File: src/rtl/hazard_pkg.sv
// Shared types and constants for the pipeline hazard controller.
//   fwd_sel_e   : E-stage operand source select (regfile / W result / M ALU result)
//   mdu_state_e : MDU handshake sequencer states
//   REG_ZERO    : architectural x0, never a hazard source nor forwarded
package hazard_pkg;

  typedef enum logic [1:0] {
    FWD_RF = 2'b00,
    FWD_W  = 2'b01,
    FWD_M  = 2'b10
  } fwd_sel_e;

  typedef enum logic {
    RUN      = 1'b0,
    MDU_WAIT = 1'b1
  } mdu_state_e;

  localparam logic [4:0] REG_ZERO = 5'd0;

endpackage

File: src/rtl/forwarding_unit.sv
// E-stage operand forwarding selects for both source operands.
//   rs1E, rs2E           : E-stage source registers
//   rdM, rdW             : M/W destination registers
//   regWriteM, regWriteW : M/W write enables
//   forwardAE, forwardBE : per-operand source select (M has priority over W)
module forwarding_unit
  import hazard_pkg::*;
(
  input  logic [4:0] rs1E,
  input  logic [4:0] rs2E,
  input  logic [4:0] rdM,
  input  logic [4:0] rdW,
  input  logic       regWriteM,
  input  logic       regWriteW,
  output fwd_sel_e   forwardAE,
  output fwd_sel_e   forwardBE
);

  logic m_valid;
  logic w_valid;

  // A writer with destination x0 never produces a forwardable value.
  assign m_valid = regWriteM & (rdM != REG_ZERO);
  assign w_valid = regWriteW & (rdW != REG_ZERO);

  always_comb begin
    // NOTE: every output gets a default before the if-chain so no path leaves it unassigned (no latch).
    forwardAE = FWD_RF;
    forwardBE = FWD_RF;

    // M holds the younger result, so it is checked first.
    if (m_valid && (rdM == rs1E))      forwardAE = FWD_M;
    else if (w_valid && (rdW == rs1E)) forwardAE = FWD_W;

    if (m_valid && (rdM == rs2E))      forwardBE = FWD_M;
    else if (w_valid && (rdW == rs2E)) forwardBE = FWD_W;
  end

endmodule

File: src/rtl/hazard_controller.sv
// Central hazard and sequencing controller for the 5-stage RV32 pipeline.
// Produces stall (register enable = ~stall) and flush controls for the
// F/D/E/M/W pipeline registers, E-stage forwarding selects, the start/done
// handshake with the multi-cycle MDU, wrong-path fetch tracking across
// instruction-memory wait states, and saturating performance counters.
//
// Ports:
//   clk, reset                      : clock, asynchronous active-high reset
//   rs1D, rs2D                      : D-stage source registers
//   rs1E, rs2E, rdE                 : E-stage sources and destination
//   rdM, rdW, regWriteM, regWriteW  : M/W destinations and write enables
//   loadE, mduE                     : E-stage instruction is a load / MUL-DIV
//   mdu_done                        : MDU result ready pulse
//   memReqM, dmem_ready             : M-stage data access pending / completed
//   PCSrcE                          : taken branch/jump resolved in E
//   imem_ready                      : fetch data valid this cycle
//   stallF/D/E/M, flushD/E/M/W      : pipeline register controls
//   mdu_start                       : one-cycle MDU launch
//   forwardAE, forwardBE            : 00 regfile, 01 W result, 10 M ALU result
//   stall_cycles, redirect_count    : saturating perf counters
module hazard_controller
  import hazard_pkg::*;
#(
  parameter int CNT_WIDTH = 32
) (
  input  logic                 clk,
  input  logic                 reset,
  input  logic [4:0]           rs1D,
  input  logic [4:0]           rs2D,
  input  logic [4:0]           rs1E,
  input  logic [4:0]           rs2E,
  input  logic [4:0]           rdE,
  input  logic [4:0]           rdM,
  input  logic [4:0]           rdW,
  input  logic                 regWriteM,
  input  logic                 regWriteW,
  input  logic                 loadE,
  input  logic                 mduE,
  input  logic                 mdu_done,
  input  logic                 memReqM,
  input  logic                 dmem_ready,
  input  logic                 PCSrcE,
  input  logic                 imem_ready,
  output logic                 stallF,
  output logic                 stallD,
  output logic                 stallE,
  output logic                 stallM,
  output logic                 flushD,
  output logic                 flushE,
  output logic                 flushM,
  output logic                 flushW,
  output logic                 mdu_start,
  output logic [1:0]           forwardAE,
  output logic [1:0]           forwardBE,
  output logic [CNT_WIDTH-1:0] stall_cycles,
  output logic [CNT_WIDTH-1:0] redirect_count
);

  mdu_state_e state;
  logic       redir_pend;

  logic       mem_stall;
  logic       mdu_stall;
  logic       lw_stall;
  logic       redirect;

  fwd_sel_e   fwd_a;
  fwd_sel_e   fwd_b;

  // ---------------------------------------------------------------------------
  // Hazard detection
  // ---------------------------------------------------------------------------
  assign mem_stall = memReqM & ~dmem_ready;

  // In RUN an MDU op in E stalls for the launch cycle; in MDU_WAIT it stalls
  // until the done pulse, which lets E advance on that same cycle.
  assign mdu_stall = ((state == RUN) & mduE) | ((state == MDU_WAIT) & ~mdu_done);

  assign lw_stall  = loadE & (rdE != REG_ZERO) & ((rdE == rs1D) | (rdE == rs2D));

  // A branch resolved in a held E stage is not acted on until E moves.
  assign redirect  = PCSrcE & ~stallE;

  // ---------------------------------------------------------------------------
  // Stall and flush controls; each stall implies all younger stages stall.
  // ---------------------------------------------------------------------------
  assign stallM = mem_stall;
  assign stallE = mem_stall | mdu_stall;
  assign stallD = stallE | lw_stall;
  assign stallF = stallD | ~imem_ready;

  // Bubbles go into the stage just past the oldest stalled one. flushM is
  // masked by memStall because M itself is held then.
  assign flushW = mem_stall;
  assign flushM = mdu_stall & ~mem_stall;
  assign flushE = (lw_stall | redirect) & ~stallE;

  // D takes a bubble on a redirect, when fetch has nothing valid, or when the
  // returning fetch is a wrong-path leftover; never while D must hold.
  assign flushD = redirect | (~stallD & (~imem_ready | redir_pend));

  // A pending memory stall defers the launch so the MDU never starts on an
  // instruction that is still frozen behind M.
  assign mdu_start = (state == RUN) & mduE & ~mem_stall;

  // ---------------------------------------------------------------------------
  // MDU sequencer and wrong-path fetch tracking
  // ---------------------------------------------------------------------------
  always_ff @(posedge clk or posedge reset) begin
    if (reset) begin
      state      <= RUN;
      redir_pend <= 1'b0;
    end else begin
      // NOTE: sequential state uses non-blocking assignments so every register samples pre-edge values.
      case (state)
        RUN:      if (mdu_start) state <= MDU_WAIT;
        MDU_WAIT: if (mdu_done)  state <= RUN;
        default:                 state <= RUN;
      endcase

      // The fetch in flight when a redirect happens during an imem wait is
      // wrong-path; it is dropped when it returns. A further redirect while
      // pending leaves the flag set.
      if (redirect & ~imem_ready)
        redir_pend <= 1'b1;
      else if (imem_ready & ~redirect)
        redir_pend <= 1'b0;
    end
  end

  // ---------------------------------------------------------------------------
  // Saturating performance counters
  // ---------------------------------------------------------------------------
  always_ff @(posedge clk or posedge reset) begin
    if (reset) begin
      stall_cycles   <= '0;
      redirect_count <= '0;
    end else begin
      if (stallF && (stall_cycles != '1))
        stall_cycles <= stall_cycles + CNT_WIDTH'(1);
      if (redirect && (redirect_count != '1))
        redirect_count <= redirect_count + CNT_WIDTH'(1);
    end
  end

  // ---------------------------------------------------------------------------
  // Forwarding
  // ---------------------------------------------------------------------------
  forwarding_unit u_forwarding_unit (
    .rs1E      (rs1E),
    .rs2E      (rs2E),
    .rdM       (rdM),
    .rdW       (rdW),
    .regWriteM (regWriteM),
    .regWriteW (regWriteW),
    .forwardAE (fwd_a),
    .forwardBE (fwd_b)
  );

  assign forwardAE = fwd_a;
  assign forwardBE = fwd_b;

endmodule

File: config.mk
export PLATFORM = sky130hd
export DESIGN_NAME = hazard_controller
export DESIGN_NICKNAME = d
export VERILOG_FILES = /design/src/rtl/hazard_pkg.sv /design/src/rtl/forwarding_unit.sv /design/src/rtl/hazard_controller.sv
export SDC_FILE = /design/constraint.sdc
export NUM_CORES = 1
export LEC_CHECK = 0
export BUFFER_PORTS_ARGS = -buffer_cell sky130_fd_sc_hd__buf_2
export CAP_MARGIN = 20
export CORE_AREA = 3 3 71 106
export CTS_BUF_LIST = sky130_fd_sc_hd__clkbuf_8
export DETAILED_ROUTE_END_ITERATION = 8
export DIE_AREA = 0 0 74 109
export GPL_TIMING_DRIVEN = 1
export PLACE_DENSITY = 0.94
export SETUP_SLACK_MARGIN = 0.15
export SLEW_MARGIN = 20
export SYNTH_ARGS = -nofsm -noshare
export SYNTH_HDL_FRONTEND = slang
export SYNTH_SLANG_ARGS = --single-unit
File: constraint.sdc
create_clock -name clk -period 4.2 [get_ports clk]
set_input_delay 0.42 -clock clk [delete_from_list [all_inputs] [get_ports clk]]
set_output_delay 0.42 -clock clk [all_outputs]
set_load 0.05 [all_outputs]
==> results.txt <==
----------------------------------------------------
[Outcome]
  Outcome ... finished clean

[Placement]
  HPWL after detailed placement ... 6540 um
  Cell area reported after detailed placement ... 4320 sq um
  Final estimated routing congestion in global placement ... 0.877
  # port buffers ... 122

[STA]
  Max-slew violation count ... 0
  Final Hold Vio Count ... 0
  Final worst path period share ... 66.2%
  Sum of negative setup slack ... 0 ns
  Slew @ Worst Pin ... 0.807 ns
  Final critical-path required period ... 2.78 ns
  Clock tree skew after final layout ... 0.0119 ns
  Final setup violating endpoints ... 0
  Max Clock Freq ... 359 MHz
  Worst hold margin ... 0.300 ns
  Setup repair after global routing missed its margin ... false
  Relative slew slack ... 46.2%

[Worst setup path]
  Launching point of the worst reg2reg path ... redirect_count[0]
  Critical Path Start Type ... primary input
  CP cell instances ... buf_2 > or4_1 > o21a_1 > a21oi_4 > inv_2 > buf_2
  Reg-to-reg critical path endpoint ... redirect_count[21]
  Kind of end point of the critical path ... primary output
  Largest stage delay on the critical path ... 0.59 ns
  Library cell contributing the largest single delay on the critical path ... a21oi_4
  Buffer and inverter count on the worst path ... 3
  CP Data Arrival Time ... 2.36 ns
  FF-to-FF path depth ... 8
  Cell depth of the worst setup path ... 6
  Critical path origin ... rdE[1]
  Register-to-register setup slack ... 1.60 ns
  Worst Setup EP ... stallF
  Class of the most critical setup path ... primary input to primary output
  Top cell by count, worst path ... buf_2
  Maximum fanout along the worst path ... 25
  Top cell family by delay on the critical path ... compound AO/OA/AOI/OAI gates
  Worst endpoint required time ... 3.78 ns

[Power and ir drop]
  Worst VDD drop ... 0.523 mV
  Power density over the cells ... 512 nW/um^2
  Clk pwr share ... 27.4%
  Switching part of the total power ... 42.2%
  Sw Pwr ... 0.987 mW
  Leakage dissipation ... 2.22 nW
  Cell internal pwr ... 1.35 mW
  Combinational power share ... 35.1%
  Flop pwr share ... 37.5%

[Cells and area]
  Proportion of layout cells with a drive suffix above 1 ... 31.6%
  Area taken by multi-input logic gates ... 1920 sq um
  Filler cells ... 477
  Number of nets in the final layout ... 535
  FF+latch area ... 1650 sq um
  Signed area change from the synthesized netlist to the final layout ... 24.6%
  Number of antenna cells inserted ... 0
  Total non-filler cell area in the finished layout ... 4570 sq um

[Drt]
  Iteration-0 DRC count of the detailed router ... 194
  Final antenna-violating net count ... 0
  Detailed Route WL ... 8820 um
  Average wire length per cell after detail routing ... 15.6 um
  Total via count in the routed design ... 3,223
  Number of search-and-repair iterations in the first detailed-routing pass ... 6
  Final routed DRC violation total ... 0
  Ratio of routed vias to standard cells ... 5.68

[Clock network]
  Hold bufs inserted after CTS ... 0
  Clock buffer depth ... 2
  Worst skew pair latency ... 0.35 ns
  Max H-tree Level ... 3
  TritonCTS clock tree ... built
  Num CTS Buffers ... 9
  Buffers inserted during post-CTS setup optimization ... 0
  Clock-pin slew on the worst setup and hold paths ... 0.07 ns
  Clock sink total ... 66
  Cell at the root of the clock tree ... clkbuf_8
  Post_cts resized ... 0

[Floorplanning]
  Floorplan die height ... 109 um
  Total die area ... 8070 sq um
  Initial core utilization ... 55.3%
  Top-Level Pins ... 123
  Std cell rows ... 36
  Chip width ... 74 um
  Core outline area ... 6620 sq um

[Yosys]
  Fraction of registers with async set/reset ... 100%
  Most used DFF post-synth ... dfrtp_1
  Top post-synthesis cells by count ... 66 x dfrtp_1, 45 x xnor2_1, 45 x xor2_1
  Post-synth top area cell ... dfrtp_1
  Post-synth EDFFs ... 0
  Ranking of synthesized cells by area ... dfrtp_1 45%, xnor2_1 11%, xor2_1 11%
  Post-Syn Nets ... 411
  Share of synthesized area occupied by flip-flops and latches ... 45.1%
  Synthesized netlist cell count ... 362
  Most numerous cell in the Yosys netlist ... dfrtp_1
  Netlist area before placement ... 3660 sq um
  Number of distinct library cells after synthesis ... 38
  Number of register bits inferred by synthesis ... 66
  Area share of the largest cell type after synthesis ... 45.1%
  Post-Syn Area per Cell ... 10.1 sq um
  Synthesis warning total ... 0

[Global route]
  Antenna violations before repair ... 0
  Global-route wire length before repair ... 14,200 um
  Remaining Overflow, GRT ... 0
  Maximum number of pins on one net before global-route repair ... 67
  Vias in the first global route ... 3,181
  Total global routing track utilization ... 22.3%

[Flow run]
  Reported max-cap violation count ... 0

[Worst hold path]
  Type of the worst min-delay path ... primary input to async pin

----------------------------------------------------
==> final cells by class <==
cell class | instances | share of cell area (%)
inverters | 7 | 0.575
well taps | 76 | 2.08
flip-flops and latches | 66 | 36.2
clock buffers | 9 | 2.71
repair buffers | 124 | 13.7
multi-input cells | 278 | 42.1
clock inverters | 7 | 2.60
==> logic make-up after synthesis <==
family	Yosys count	synth area share [%]
AND/OR/NAND/NOR	169	26.4
XOR/XNOR	90	21.5
flip-flops	66	45.1
buffers and inverters	18	2.39
AO/OA/AOI/OAI	11	2.02
multiplexers	5	1.54
adder cells (fa/ha/maj)	3	1.02
==> power by group through the flow <==
stage          sequential, mW  combinational, mW  clock [mW]
2_1_floorplan            1.19              0.294           0
5_1_grt                 0.892              0.872       0.681
3_5_place_dp            0.883              0.820           0
3_3_place_gp            0.873              0.806           0
4_1_cts                 0.873              0.825       0.649
6_report                0.876              0.820       0.640
==> routing by layer <==
| layer | up-vias | wire [um] | global-route usage, % |
|---|---|---|---|
| met1 | 1541 | 3320 | 26.1 |
| met4 | 0 | 277 | 11.7 |
| li1 | 1519 | - | - |
| met3 | 25 | 585 | 4.80 |
| met2 | 138 | 4640 | 37.4 |
| met5 | - | 0 | 0 |
==> per-stage QoR <==
step	utilization, %	setup WS (ns)	instances	total power, mW
after floorplan	-	0.783	362	1.48
after global placement	65.3	1.48	551	1.68
after detailed placement	65.3	1.43	551	1.70
after CTS	69.0	1.43	567	2.35
after global routing	69.0	1.31	567	2.44
final	69.0	1.42	567	2.34
==> worst register-to-register path: stages, from the launching register on <==
cell	delay, ns
dfrtp_1	0.41
ha_1	0.25
nand4_1	0.15
nor4_1	0.69
a31oi_1	0.16
buf_4	0.25
and3_1	0.23
and3_1	0.19
xor2_1	0.13
==> layout by cell type, fill, tap and decap left out, types with 2 or more instances in the layout <==
master / instances
clkinv_4: 2
and4_1: 5
nor2_1: 17
and3_1: 13
nand4_1: 28
nor4_1: 9
nor3_1: 12
or4_1: 6
nor4b_2: 3
nand3_1: 22
o21ai_0: 4
ha_1: 3
nand2_1: 33
nor3b_1: 4
mux2_2: 5
nand2b_1: 5
dfrtp_1: 66
buf_4: 2
xnor2_1: 45
buf_2: 122
inv_2: 2
clkbuf_8: 9
a21oi_1: 2
xor2_1: 45
and2_1: 5
inv_1: 6
bufinv_16: 3
==> registers in the layout, indices dropped and copies added, names as in the netlist <==
register,flops
redir_pend,1
state,1
stall_cycles,32
redirect_count,32
==> how the worst min path moves through the flow <==
stage	to	slack (ns)	startpoint	cells after the start
after floorplan	redir_pend	0.48	redir_pend	1
after global placement	redirect_count[21]	0.47	redirect_count[21]	1
after detailed placement	redirect_count[26]	0.48	redirect_count[26]	1
after global routing	redirect_count[12]	0.39	reset	3
final	redirect_count[19]	0.30	reset	3
after CTS	redirect_count[17]	0.33	reset	3
Power figures use the tool's default switching activity.
